## src/rtl/lin_pkg.sv

```systemverilog
// Shared helpers for the linear gain/offset stage: signed saturation with
// overflow indication and the unity-gain constant for a given gain width.
package lin_pkg;

  typedef struct packed {
    logic signed [63:0] val;
    logic               ovf;
  } sat_t;

  function automatic sat_t sat(input logic signed [63:0] value, input int width);
    logic signed [63:0] hi;
    logic signed [63:0] lo;
    sat_t               r;
    hi    = (64'sd1 <<< (width - 1)) - 64'sd1;
    lo    = -(64'sd1 <<< (width - 1));
    r.val = value;
    r.ovf = 1'b0;
    if (value > hi) begin
      r.val = hi;
      r.ovf = 1'b1;
    end else if (value < lo) begin
      r.val = lo;
      r.ovf = 1'b1;
    end
    return r;
  endfunction

  // Gain has DWM-2 fraction bits, so 1.0 sits at bit DWM-2.
  function automatic int unsigned unity(input int dwm);
    return 32'd1 << (dwm - 2);
  endfunction

endpackage

```

## src/rtl/axi4_stream_if.sv

```systemverilog
// AXI4-stream bundle carrying the shared clock/reset; s = source, d = destination.
interface axi4_stream_if #(
  parameter int DW = 14
) (
  input logic ACLK,
  input logic ARESETn
);
  localparam int KW = (DW + 7) / 8;

  logic [DW-1:0] TDATA;
  logic          TVALID;
  logic          TREADY;
  logic          TLAST;
  logic [KW-1:0] TKEEP;

  modport s (input ACLK, ARESETn, TREADY, output TDATA, TVALID, TLAST, TKEEP);
  modport d (input ACLK, ARESETn, TDATA, TVALID, TLAST, TKEEP, output TREADY);

endinterface

```

## src/rtl/lin_gain_ofs.sv

```systemverilog
// Two-stage streaming y = sat(floor(x*gain/2**(DWM-2)) + offset) with full
// valid/ready backpressure and saturation status.
module lin_gain_ofs
  import lin_pkg::*;
#(
  parameter int DWI = 14,
  parameter int DWO = 14,
  parameter int DWM = 16,
  parameter int DWC = 32
) (
  axi4_stream_if.d              sti,
  axi4_stream_if.s              sto,
  input  logic                  ctl_rst,
  input  logic signed [DWM-1:0] cfg_mul,
  input  logic signed [DWO-1:0] cfg_sum,
  output logic                  sts_ovf,
  output logic [DWC-1:0]        sts_cnt
);
  localparam int SHIFT = DWM - 2;
  localparam int PW    = DWI + DWM;
  localparam int QW    = PW - SHIFT;
  localparam int SW    = ((DWI + 2 > DWO) ? DWI + 2 : DWO) + 1;

  logic                  s1_vld, s1_last;
  logic signed [PW-1:0]  s1_prod;
  logic                  s2_vld, s2_last, s2_sat;
  logic signed [DWO-1:0] s2_data;
  logic                  adv1, adv2;

  logic signed [DWI-1:0] x;
  logic signed [PW-1:0]  prod;
  logic signed [QW-1:0]  quo;
  logic signed [SW-1:0]  sum;
  sat_t                  sres;
  logic                  unused_bits;

  assign x    = sti.TDATA;
  assign prod = $signed({{DWM{x[DWI-1]}}, x}) * $signed({{DWI{cfg_mul[DWM-1]}}, cfg_mul});
  // Taking the upper bits is an arithmetic shift, i.e. floor toward -inf.
  assign quo  = s1_prod[PW-1:SHIFT];
  assign sum  = {{(SW-QW){quo[QW-1]}}, quo} + {{(SW-DWO){cfg_sum[DWO-1]}}, cfg_sum};
  assign sres = sat(64'(sum), DWO);

  assign adv2 = ~s2_vld | sto.TREADY;
  assign adv1 = ~s1_vld | adv2;
  // Flush keeps the input open so upstream drains instead of stalling.
  assign sti.TREADY = adv1 | ctl_rst;

  assign sto.TDATA  = s2_data;
  assign sto.TVALID = s2_vld;
  assign sto.TLAST  = s2_last;
  assign sto.TKEEP  = '1;

  assign unused_bits = ^{sti.TKEEP, s1_prod[SHIFT-1:0], sres.val[63:DWO]};

  always_ff @(posedge sti.ACLK or negedge sti.ARESETn) begin
    if (!sti.ARESETn) begin
      s1_vld  <= 1'b0;
      s1_last <= 1'b0;
      s1_prod <= '0;
      s2_vld  <= 1'b0;
      s2_last <= 1'b0;
      s2_sat  <= 1'b0;
      s2_data <= '0;
      sts_ovf <= 1'b0;
      sts_cnt <= '0;
    end else if (ctl_rst) begin
      s1_vld  <= 1'b0;
      s2_vld  <= 1'b0;
      sts_ovf <= 1'b0;
      sts_cnt <= '0;
    end else begin
      if (adv1) begin
        s1_vld <= sti.TVALID;
        if (sti.TVALID) begin
          s1_prod <= prod;
          s1_last <= sti.TLAST;
        end
      end
      if (adv2) begin
        s2_vld <= s1_vld;
        if (s1_vld) begin
          s2_data <= sres.val[DWO-1:0];
          s2_last <= s1_last;
          s2_sat  <= sres.ovf;
        end
      end
      if (s2_vld && sto.TREADY && s2_sat) begin
        sts_ovf <= 1'b1;
        if (sts_cnt != '1) sts_cnt <= sts_cnt + DWC'(1);
      end
    end
  end

endmodule

```

## src/flat_wrapper.sv

```systemverilog
// flat-port wrapper written by rule: the top's interface ports become plain ports
module lin_gain_ofs_flat import lin_pkg::*;
#(
  parameter int DWI = 14,
  parameter int DWO = 14,
  parameter int DWM = 16,
  parameter int DWC = 32
)
  (ctl_rst, cfg_mul, cfg_sum, sts_ovf, sts_cnt, ACLK, ARESETn, sti_TDATA, sti_TVALID, sti_TLAST, sti_TKEEP, sti_TREADY, sto_TREADY, sto_TDATA, sto_TVALID, sto_TLAST, sto_TKEEP);
  axi4_stream_if #(.DW(14)) sti_i (.ACLK(ACLK), .ARESETn(ARESETn));
  axi4_stream_if #(.DW(14)) sto_i (.ACLK(ACLK), .ARESETn(ARESETn));
  input  logic ctl_rst;
  input  logic signed [DWM-1:0] cfg_mul;
  input  logic signed [DWO-1:0] cfg_sum;
  output logic sts_ovf;
  output logic [DWC-1:0] sts_cnt;
  input wire logic ACLK;
  input wire logic ARESETn;
  input wire logic [$bits(sti_i.TDATA)-1:0] sti_TDATA;
  input wire logic [$bits(sti_i.TVALID)-1:0] sti_TVALID;
  input wire logic [$bits(sti_i.TLAST)-1:0] sti_TLAST;
  input wire logic [$bits(sti_i.TKEEP)-1:0] sti_TKEEP;
  output wire logic [$bits(sti_i.TREADY)-1:0] sti_TREADY;
  input wire logic [$bits(sto_i.TREADY)-1:0] sto_TREADY;
  output wire logic [$bits(sto_i.TDATA)-1:0] sto_TDATA;
  output wire logic [$bits(sto_i.TVALID)-1:0] sto_TVALID;
  output wire logic [$bits(sto_i.TLAST)-1:0] sto_TLAST;
  output wire logic [$bits(sto_i.TKEEP)-1:0] sto_TKEEP;
  assign sti_i.TDATA = sti_TDATA;
  assign sti_i.TVALID = sti_TVALID;
  assign sti_i.TLAST = sti_TLAST;
  assign sti_i.TKEEP = sti_TKEEP;
  assign sti_TREADY = sti_i.TREADY;
  assign sto_i.TREADY = sto_TREADY;
  assign sto_TDATA = sto_i.TDATA;
  assign sto_TVALID = sto_i.TVALID;
  assign sto_TLAST = sto_i.TLAST;
  assign sto_TKEEP = sto_i.TKEEP;
  lin_gain_ofs #(.DWI(DWI), .DWO(DWO), .DWM(DWM), .DWC(DWC)) u_core (.sti(sti_i), .sto(sto_i), .ctl_rst(ctl_rst), .cfg_mul(cfg_mul), .cfg_sum(cfg_sum), .sts_ovf(sts_ovf), .sts_cnt(sts_cnt));
endmodule
```

## config.mk

```make
export PLATFORM = sky130hd
export DESIGN_NAME = lin_gain_ofs_flat
export DESIGN_NICKNAME = d
export VERILOG_FILES = /design/src/rtl/lin_pkg.sv /design/src/rtl/axi4_stream_if.sv /design/src/rtl/lin_gain_ofs.sv /design/src/flat_wrapper.sv
export SDC_FILE = /design/constraint.sdc
export NUM_CORES = 1
export LEC_CHECK = 0
export ABC_AREA = 1
export CAP_MARGIN = 20
export CORE_ASPECT_RATIO = 0.9
export CORE_MARGIN = 5
export CORE_UTILIZATION = 35
export CTS_BUF_LIST = sky130_fd_sc_hd__clkbuf_16
export DETAILED_ROUTE_END_ITERATION = 10
export HOLD_SLACK_MARGIN = 0.15
export SLEW_MARGIN = 20
export SYNTH_ARGS = -nofsm -noshare
export SYNTH_HDL_FRONTEND = slang
export SYNTH_SLANG_ARGS = --single-unit
export TNS_END_PERCENT = 50
```

## constraint.sdc

```tcl
create_clock -name ACLK -period 5.4 [get_ports ACLK]
set_clock_uncertainty 0.1 [all_clocks]
set_input_delay 1.35 -clock ACLK [delete_from_list [all_inputs] [get_ports ACLK]]
set_output_delay 1.35 -clock ACLK [all_outputs]
set_load 0.005 [all_outputs]
```

==> metrics.cfg <==
[status]
status=finished with violations
violations=negative setup slack

[setup_path]
crit_arrival_ps=6430
end_kind=register
worstPathMaxFanout=8
crit_type=input pin to register
cp-start-kind=input pin
reg2reg_to=u_core.sto.TDATA[3]
r2r_slack_ps=2640
required_ps=5510
r2r_cells=10
r2r-start=u_core.s1_prod[14]

[clock_network]
cts_tree=yes
cts.htree.levels=3
cts_max_path_buffers=2
holdBufCountCts=0
cts.sinks=68
root_buffer=clkbuf_16
worstSkewPairLatency_ps=330
clk_pin_slew_worst_paths_ps=60
numCtsBuffers=9

[grt]
grt_use_total_pct=18.3
antenna_found_initial=0
gr-total-overflow=0
grt_pass1_wl_mm=64.0
grt_max_degree=49
grt_pass1_vias=12800

[synthesis]
synth_flop_cell=dfrtp_1
netlist_area_mm2=0.0134
synth_top_family_by_area=adder cells
synth_compound_area_share_pct=5.88
seq_area_frac_synth_pct=12.7
synthAdderAreaFrac_pct=40.5
synth.avg_cell_area_um2=7.38
synthSimpleGateAreaFrac_pct=22.8
ys_seq_elements=68
synthCells=1823
async_reset_ff_share_pct=100
synthMuxAreaShare_pct=0
synth_xor_area_share_pct=2.41
synth_edf_count=0
yosysUniqueCellTypes=47
yosys_warnings=0

[die]
row_count=68
pin_count=104
coreArea_mm2=0.0382
die-area_mm2=0.0424
die_h_um=196
die_w_um=217
initial_core_util_pct=35.2

[detailed_routing]
drtAntennaViolNets=0
drcViolationCount=0
wl_per_cell_um=14.8
drt_wl_total_mm=38.1
viasPerCell=4.69
vias=12100
drt_iter0_drc=757
dr.pass1.iters=5

[hold_path]
hp-start=u_core.s1_prod[27]
min_path_type=register to register
whs_path_depth=2
min_to=u_core.s1_prod[27]

[sta]
rsz0062_at_grt=yes
fin_crit_ps=6320
fin_crit_sh_pct=117
layout_setup_ws_ps=-920
slew_viol_final=0
setup_viol=16
tightest_slew_ps=843
hold_violations=0
max_freq_mhz=158
hold_ws_ps=378
max-slew-margin-rel_pct=43.8

[placed_design]
portBuffers=99
routabilityCongestion=0.927
dp_hpwl_mm=29.7

[layout]
fin_nets=2444
drive_gt1_share_pct=26.5
area_delta_synth_final_pct=36.1
diodes=0

[job]
cap_viol_max_count=0

-- per-layer routing --
layer / wire length, µm / up-vias / track usage [%] / share of wire [%]
met5: 0 / - / 0 / 0
met2: 18200 / 254 / 30.8 / 48
met3: 2130 / 33 / 3.06 / 5.6
met1: 17400 / 5929 / 25.6 / 46
met4: 354 / 0 / 2.28 / 0.93
li1: - / 5886 / - / -
-- layout by cell type, fill, tap and decap left out, types with 15 or more instances in the layout --
cell,netlist,layout
a21oi_1,47,25
a21oi_2,11,23
buf_12,1,15
buf_4,2,162
buf_6,3,37
clkdlybuf4s50_1,0,68
dfrtp_1,68,68
fa_1,219,193
fa_2,0,26
ha_1,85,61
ha_4,0,24
inv_1,482,420
inv_2,5,65
nand2_1,485,425
nand2_2,7,38
nand2_4,1,29
nand3_1,64,52
nand4_1,20,20
nor2_1,97,71
nor2_4,1,19
o21ai_0,34,18
o21ai_1,15,23
xnor2_1,20,18
xor2_1,17,17
-- cell families (layout without fill, tap and decap cells) --
logic type / after synthesis / in the layout
adders and majority gates: 304 / 304
AOI/OAI and AO/OA: 135 / 135
buffers and inverters: 548 / 817
and+or+nand+nor: 730 / 730
other: 1 / 2
xor gates and xnor gates: 37 / 37
DFF: 68 / 68
-- state kept, by name, indices dropped and copies added (netlist names) --
register	cells
u_core.sts_cnt	32
u_core.sto.TLAST	1
u_core.s1_vld	1
u_core.sto.TDATA	14
u_core.s1_last	1
u_core.sts_ovf	1
u_core.sto.TVALID	1
u_core.s2_sat	1
u_core.s1_prod	16
-- worst max-delay path, stage by stage --
cell,delay (ps)
buf_12,130
nand2_4,50
inv_2,30
fa_1,580
inv_2,50
fa_2,530
buf_6,160
buf_6,110
fa_1,540
inv_2,40
fa_1,540
inv_2,40
fa_1,490
fa_1,560
inv_2,50
ha_4,290
nand2_4,80
nor2_4,130
nand2_2,80
nor3_1,140
nand2_1,120
nand2_1,100
nand2_1,70
nand3_2,70
nand2_1,70
-- cell usage after synthesis (all sizes together) (2+ instances only) --
library cell / instances / area share, %
nand2: 493 / 14
nor4: 3 / 0.14
ha: 85 / 7.9
o31ai: 11 / 0.61
nor2: 100 / 2.9
or2: 13 / 0.60
clkbuf: 46 / 1.3
inv: 487 / 14
a31oi: 4 / 0.19
o21a: 2 / 0.11
nand3b: 7 / 0.39
nand3: 67 / 2.6
a21o: 5 / 0.28
o21ai: 49 / 1.8
nor3: 21 / 0.89
dfrtp: 68 / 13
o21bai: 4 / 0.22
xnor2: 20 / 1.3
a21oi: 59 / 2.6
xor2: 17 / 1.1
fa: 219 / 33
buf: 14 / 0.79
nand4: 21 / 1.1
-- area by class of cell --
class | count | area (µm²)
repair buffers | 313 | 2990
clock buffers | 9 | 225
multi-input cells | 1208 | 10900
inverters | 488 | 1840
clock inverters | 7 | 81.3
fillers | 3669 | 19900
flip-flops and latches | 68 | 1700
well taps | 490 | 613
-- what timing repair did --
item / in CTS / in global routing
setup buffers: 54 / 25
resized for setup: 311 / 164
pin swaps: 142 / 112
cloned: 7 / 0
endpoints found under the setup margin: 16 / 16
-- stage by stage --
step / instances / cell area (µm²) / setup TNS [ps] / util [%] / setup WS [ps]
6_report: 2583 / 18300 / -13400 / 47.9 / -920
5_1_grt: 2583 / 18300 / -16570 / 47.9 / -1150
4_1_cts: 2565 / 17800 / -14230 / 46.6 / -981
3_5_place_dp: 2488 / 16300 / -26500 / 42.6 / -1750
3_3_place_gp: 2488 / 16300 / -26460 / 42.6 / -1800
2_1_floorplan: 1824 / 13900 / -13540 / - / -934
-- worst max path at each step --
stage,startpoint,to
after floorplan,sti_TDATA[13],u_core.s1_prod[26]
after global placement,cfg_mul[15],u_core.s1_prod[29]
after detailed placement,cfg_mul[15],u_core.s1_prod[20]
after CTS,sti_TDATA[7],u_core.s1_prod[29]
after global routing,cfg_mul[15],u_core.s1_prod[26]
final,cfg_mul[15],u_core.s1_prod[26]
Power is left out: the tool's default activity adds up to more than one toggle a clock period on the data nets, which glitch-free logic cannot reach.
